### config.mk
export PLATFORM = sky130hd
export DESIGN_NAME = regwr_arbiter
export DESIGN_NICKNAME = d
export VERILOG_FILES = /design/src/rtl/regarb_pkg.sv /design/src/rtl/regwr_arbiter_rr_pick.sv /design/src/rtl/regwr_arbiter.sv
export SDC_FILE = /design/constraint.sdc
export NUM_CORES = 1
export LEC_CHECK = 0
export BUFFER_PORTS_ARGS = -buffer_cell sky130_fd_sc_hd__buf_2
export CAP_MARGIN = 20
export CORE_MARGIN = 2
export CORE_UTILIZATION = 48
export CTS_BUF_LIST = sky130_fd_sc_hd__clkbuf_8
export CTS_CLUSTER_DIAMETER = 40
export CTS_CLUSTER_SIZE = 20
export DETAILED_ROUTE_END_ITERATION = 10
export GPL_ROUTABILITY_DRIVEN = 0
export GPL_TIMING_DRIVEN = 1
export HOLD_SLACK_MARGIN = 0.15
export PLACE_DENSITY = 0.81
export SLEW_MARGIN = 15
export SYNTH_ARGS = -nofsm -noshare
export SYNTH_HDL_FRONTEND = slang
export SYNTH_SLANG_ARGS = --single-unit
### constraint.sdc
create_clock -name clk -period 3.05 [get_ports clk]
set_clock_uncertainty 0.15 [all_clocks]
set_input_delay 0.305 -clock clk [delete_from_list [all_inputs] [get_ports clk]]
set_output_delay 0.305 -clock clk [all_outputs]
set_load 0.05 [all_outputs]
### src/rtl/regarb_pkg.sv
// Shared widths, FSM state encoding and helpers for the register-write arbiter.
package regarb_pkg;

  localparam int DW_DEF = 8;
  localparam int AW_DEF = 2;
  localparam int CNT_W  = 8;

  typedef enum logic {
    ST_IDLE  = 1'b0,
    ST_WRITE = 1'b1
  } state_t;

  // Population count of up to four request lines.
  function automatic logic [2:0] popcnt4(input logic [3:0] v);
    popcnt4 = 3'(v[0]) + 3'(v[1]) + 3'(v[2]) + 3'(v[3]);
  endfunction

endpackage

### src/rtl/regwr_arbiter_rr_pick.sv
// Combinational round-robin picker: first eligible requester after ptr, wrapping.
module rr_pick #(
  parameter int NREQ = 3,
  parameter int PW   = 2
) (
  input  logic [NREQ-1:0] eligible,
  input  logic [PW-1:0]   ptr,
  output logic [PW-1:0]   winner,
  output logic            any_valid
);

  logic found_s;
  int   idx_s;

  // Scan from ptr+1 upward; the first hit wins.
  always_comb begin
    winner  = '0;
    found_s = 1'b0;
    idx_s   = 0;
    for (int k = 1; k <= NREQ; k++) begin
      idx_s = (int'(ptr) + k) % NREQ;
      if (!found_s && eligible[PW'(idx_s)]) begin
        winner  = PW'(idx_s);
        found_s = 1'b1;
      end else begin
        found_s = found_s;
      end
    end
  end

  assign any_valid = |eligible;

endmodule

### src/rtl/regwr_arbiter.sv
// Round-robin write-port arbiter feeding a bank of enable-load registers.
// Optional conflict counter output enabled by macro REGARB_CNT_EN.
module regwr_arbiter
  import regarb_pkg::*;
#(
  parameter int NREQ = 3,
  parameter int NREG = 4,
  parameter int AW   = AW_DEF,
  parameter int DW   = DW_DEF
) (
  input  logic             clk,
  input  logic             rst,
  input  logic [NREQ-1:0]  req,
  input  logic [NREQ*AW-1:0] req_addr,
  input  logic [NREQ*DW-1:0] req_data,
  output logic [NREQ-1:0]  gnt,
  output logic [NREG-1:0]  reg_ena,
  output logic [DW-1:0]    reg_data,
  output logic             busy,
`ifdef REGARB_CNT_EN
  output logic             addr_err,
  output logic [CNT_W-1:0] conflict_cnt
`else
  output logic             addr_err
`endif
);

  localparam int PW = (NREQ > 1) ? $clog2(NREQ) : 1;

  state_t          state_r, state_nx_s;
  logic [NREQ-1:0] gnt_r, gnt_nx_s;
  logic [NREG-1:0] ena_r, ena_nx_s;
  logic [DW-1:0]   data_r, data_nx_s;
  logic            err_r, err_nx_s;
  logic [PW-1:0]   ptr_r, ptr_nx_s;
  logic [NREQ-1:0] eligible_s;
  logic [PW-1:0]   winner_s;
  logic            any_s;
  logic [AW-1:0]   win_addr_s;
  logic [DW-1:0]   win_data_s;

  // The requester granted this cycle sits out the next arbitration.
  assign eligible_s = req & ~gnt_r;

  rr_pick #(.NREQ(NREQ), .PW(PW)) u_pick (
    .eligible  (eligible_s),
    .ptr       (ptr_r),
    .winner    (winner_s),
    .any_valid (any_s)
  );

  assign win_addr_s = req_addr[int'(winner_s)*AW +: AW];
  assign win_data_s = req_data[int'(winner_s)*DW +: DW];

  // Next-state and next-output decode.
  always_comb begin
    state_nx_s = ST_IDLE;
    gnt_nx_s   = '0;
    ena_nx_s   = '0;
    data_nx_s  = data_r;
    err_nx_s   = 1'b0;
    ptr_nx_s   = ptr_r;
    case (state_r)
      ST_IDLE:  state_nx_s = any_s ? ST_WRITE : ST_IDLE;
      ST_WRITE: state_nx_s = any_s ? ST_WRITE : ST_IDLE;
      default:  state_nx_s = ST_IDLE;
    endcase
    if (any_s) begin
      gnt_nx_s[winner_s] = 1'b1;
      for (int r = 0; r < NREG; r++) begin
        ena_nx_s[r] = (int'(win_addr_s) == r);
      end
      data_nx_s = win_data_s;
      err_nx_s  = (int'(win_addr_s) >= NREG);
      ptr_nx_s  = winner_s;
    end else begin
      ptr_nx_s = ptr_r;
    end
  end

  // FSM state register.
  always_ff @(posedge clk) begin
    if (!rst) begin
      state_r <= ST_IDLE;
    end else begin
      state_r <= state_nx_s;
    end
  end

  // Registered grant, bank drive and pointer.
  always_ff @(posedge clk) begin
    if (!rst) begin
      gnt_r  <= '0;
      ena_r  <= '0;
      data_r <= '0;
      err_r  <= 1'b0;
      ptr_r  <= PW'(NREQ - 1);
    end else begin
      gnt_r  <= gnt_nx_s;
      ena_r  <= ena_nx_s;
      data_r <= data_nx_s;
      err_r  <= err_nx_s;
      ptr_r  <= ptr_nx_s;
    end
  end

  assign gnt      = gnt_r;
  assign reg_ena  = ena_r;
  assign reg_data = data_r;
  assign addr_err = err_r;
  assign busy     = (state_r == ST_WRITE);

`ifdef REGARB_CNT_EN
  logic [CNT_W-1:0] cnt_r;
  logic [2:0]       pc_s;

  assign pc_s = popcnt4(4'(eligible_s));

  // Saturating count of cycles with two or more contenders.
  always_ff @(posedge clk) begin
    if (!rst) begin
      cnt_r <= '0;
    end else if ((pc_s >= 3'd2) && (cnt_r != 8'hFF)) begin
      cnt_r <= cnt_r + 8'd1;
    end else begin
      cnt_r <= cnt_r;
    end
  end

  assign conflict_cnt = cnt_r;
`endif

endmodule

==> flow_metrics.env <==
export IMPL_status="complete, no violations"
export IMPL_synth_most_common_cell="dfxtp_1"
export IMPL_endpoint_kind="register"
export IMPL_overflow=0
export IMPL_clock_latency_ns=0.25
export IMPL_layoutNonFillerInstCount=209
export IMPL_tritoncts="yes"
export IMPL_dr_total_vias=1207
export IMPL_synth_distinct_cells=44
export IMPL_syn_nets=162
export IMPL_finalNetCount=221
export IMPL_synth_edf_count=0
export IMPL_r2r_start="ptr_r[0]"
export IMPL_fmax_mhz=341.4
export IMPL_timing_final_crit_share_pct=96.02
export IMPL_critical_path_startpoint_type="register"
export IMPL_hold_path_class="in2reg"
export IMPL_dr_pass1_iters=4
export IMPL_grt_max_degree=13
export IMPL_root_buffer="clkbuf_8"
export IMPL_hold_path_end="reg_data[0]"
export IMPL_wirelength_um=2937
export IMPL_leakagePower_nw=0.7631
export IMPL_cts_htree_levels=1
export IMPL_peakVddDrop_mv=0.6741
export IMPL_area_growth_syn_to_layout_pct=34.27
export IMPL_hold_path_startpoint="req_data[16]"
export IMPL_grt_pass1_vias=1103
export IMPL_drive_gt1_share_pct=38.12
export IMPL_min_period_ns=2.929
export IMPL_seq_area_frac_synth_pct=31.14
export IMPL_max_slew_margin_pct=62.55
export IMPL_die_w_um=53.11
export IMPL_synth_area_um2=1157
export IMPL_placed_cells=198
export IMPL_place_hpwl_um=2227
export IMPL_max_slew_worst_pin_slew_ns=0.5591
export IMPL_start_util_pct=51.33
export IMPL_powerDensity_nw_per_um2=1212
export IMPL_ys_seq_elements=18
export IMPL_drc=0
export IMPL_rows=17
export IMPL_numPortBuffers=50
export IMPL_wl_per_cell_um=14.05
export IMPL_hold_viol=0
export IMPL_routed_via_density=5.775
export IMPL_antenna_found_initial=0
export IMPL_hold_depth=3
export IMPL_design_area_um2=1554
export IMPL_cap_violations=0
export IMPL_core_region_area_um2=2255
export IMPL_r2r_slack_ns=0.12
export IMPL_synth_ff_type="dfxtp_1"
export IMPL_cts_sinks=18
export IMPL_timing_rr_end="reg_ena[3]"
export IMPL_avgSynthCellArea_um2=9.409
export IMPL_worstPathArrival_ns=2.93
export IMPL_ios=52
export IMPL_p_total_mw=1.884
export IMPL_path_clk_slew_ns=0.07
export IMPL_rsz0062_at_grt="no"
export IMPL_grtUsageTotal_pct=22.87
export IMPL_dieArea_um2=2820
export IMPL_die_h_um=53.11
export IMPL_cts_max_path_buffers=2
export IMPL_fin_tns_setup_ns=0
export IMPL_synth_area_leaders="dfxtp_1, mux2i_1, a32oi_1, ha_1, o21ai_0"
export IMPL_worstSetupPathType="reg2reg"
export IMPL_whs_ns=0.1607
export IMPL_ys_top_cells_by_count="dfxtp_1, mux2i_1, nand2_1, o21ai_0, a32oi_1"
export IMPL_antenna_cells=0
export IMPL_dpl_cell_area_um2=1426
export IMPL_setup_viol=0
export IMPL_ant_nets=0
export IMPL_r2r_cells=8
export IMPL_yosysWarnings=0
export IMPL_grt_pass1_wl_um=4733
export IMPL_syn_inst=123
export IMPL_synth_largest_area_cell="dfxtp_1"
export IMPL_async_flop_share_pct=0
export IMPL_fill_cells=195
export IMPL_crit_required_ns=3.05
export IMPL_finalMaxSlewViolations=0
export IMPL_cp_max_fo=9
export IMPL_synth_top_cell_area_share_pct=31.14
export IMPL_post_cts_setup_buffer_count=0
export IMPL_numCtsBuffers=3
export IMPL_drt_initial_drc_count=14
[power by group]
| group | switching (mW) | total (mW) | internal, mW | leakage [nW] |
|---|---|---|---|---|
| Sequential | 0.0585 | 0.387 | 0.328 | 0.149 |
| Combinational | 0.805 | 1.30 | 0.496 | 0.585 |
| Clock | 0.0816 | 0.196 | 0.115 | 0.0288 |
| Total | 0.945 | 1.88 | 0.939 | 0.763 |
[registers in the layout, indices dropped and copies added, names as in the netlist]
register and flops:
ptr_r 2, reg_ena 4, reg_data 8, gnt 3, busy 1
[per-stage QoR]
stage / util, % / setup WS [ns]
2_1_floorplan: - / 0.2755
3_3_place_gp: 63.26 / 0.2079
3_5_place_dp: 63.26 / 0.1298
4_1_cts: 68.81 / 0.1128
5_1_grt: 68.92 / 0.01123
6_report: 68.92 / 0.1213
[cell type report]
cell class,instances,area (µm²),area share (%)
Timing Repair Buffer,61,350.3,22.54
Clock buffer,4,55.05,3.543
Inverter,4,15.01,0.9662
Tap cell,28,35.03,2.254
Multi-Input combinational cell,94,738.2,47.50
Sequential cell,18,360.3,23.19
[worst max-delay path, stage by stage (launching register included)]
cell      delay, ns
dfxtp_1        0.38
inv_1          0.08
ha_1           0.41
nor4bb_4       0.22
or4b_4         0.53
o32a_2         0.43
and3_1         0.21
a211oi_2       0.24
o21ba_1        0.17
[timing repair]
item | 4_1_cts | 5_1_grt
setup endpoints to repair | 0 | 4
hold buffers | 7 | 0
endpoints found under the hold margin | 7 | 0
resized for setup | 0 | 2
[worst max path at each step]
stage          cells past startpoint  startpoint         end
6_report                           8    ptr_r[0]  reg_ena[3]
4_1_cts                            8    ptr_r[0]  reg_ena[3]
5_1_grt                            8    ptr_r[0]  reg_ena[3]
2_1_floorplan                     10    ptr_r[0]  reg_ena[3]
3_3_place_gp                       8    ptr_r[0]  reg_ena[3]
3_5_place_dp                       8    ptr_r[0]  reg_ena[3]
[kinds of logic after synthesis]
kind of cell | synth area share (%)
buffers and inverters | 5.297
other | 0.3240
adders and majority gates | 4.324
muxes | 11.24
and+or+nand+nor | 20.97
AOI/OAI and AO/OA | 26.70
DFF | 31.14
[layout by cell type, fill, tap and decap left out, types with 2 or more instances in the layout]
cell type / count
clkbuf_8: 4
o21ai_0: 9
dfxtp_1: 18
nand2b_1: 4
nor2b_1: 2
a21o_1: 2
inv_1: 4
dlygate4sd3_1: 7
mux2i_1: 13
nor3_1: 2
buf_4: 4
ha_1: 4
nor2_1: 6
nand2_1: 9
buf_2: 50
and3_1: 3
a21oi_1: 6
nand3b_1: 2
a32oi_1: 8
[layer usage]
layer  vias up  part of all wire [%]  track usage (%)
met2        41                    47            38.96
met3         2                   4.8            3.672
met1       583                    48            28.89
li1        581                     -                -
met5         -                     0                0
met4         0                  0.48            8.120
(Power assumes the default switching activity.)
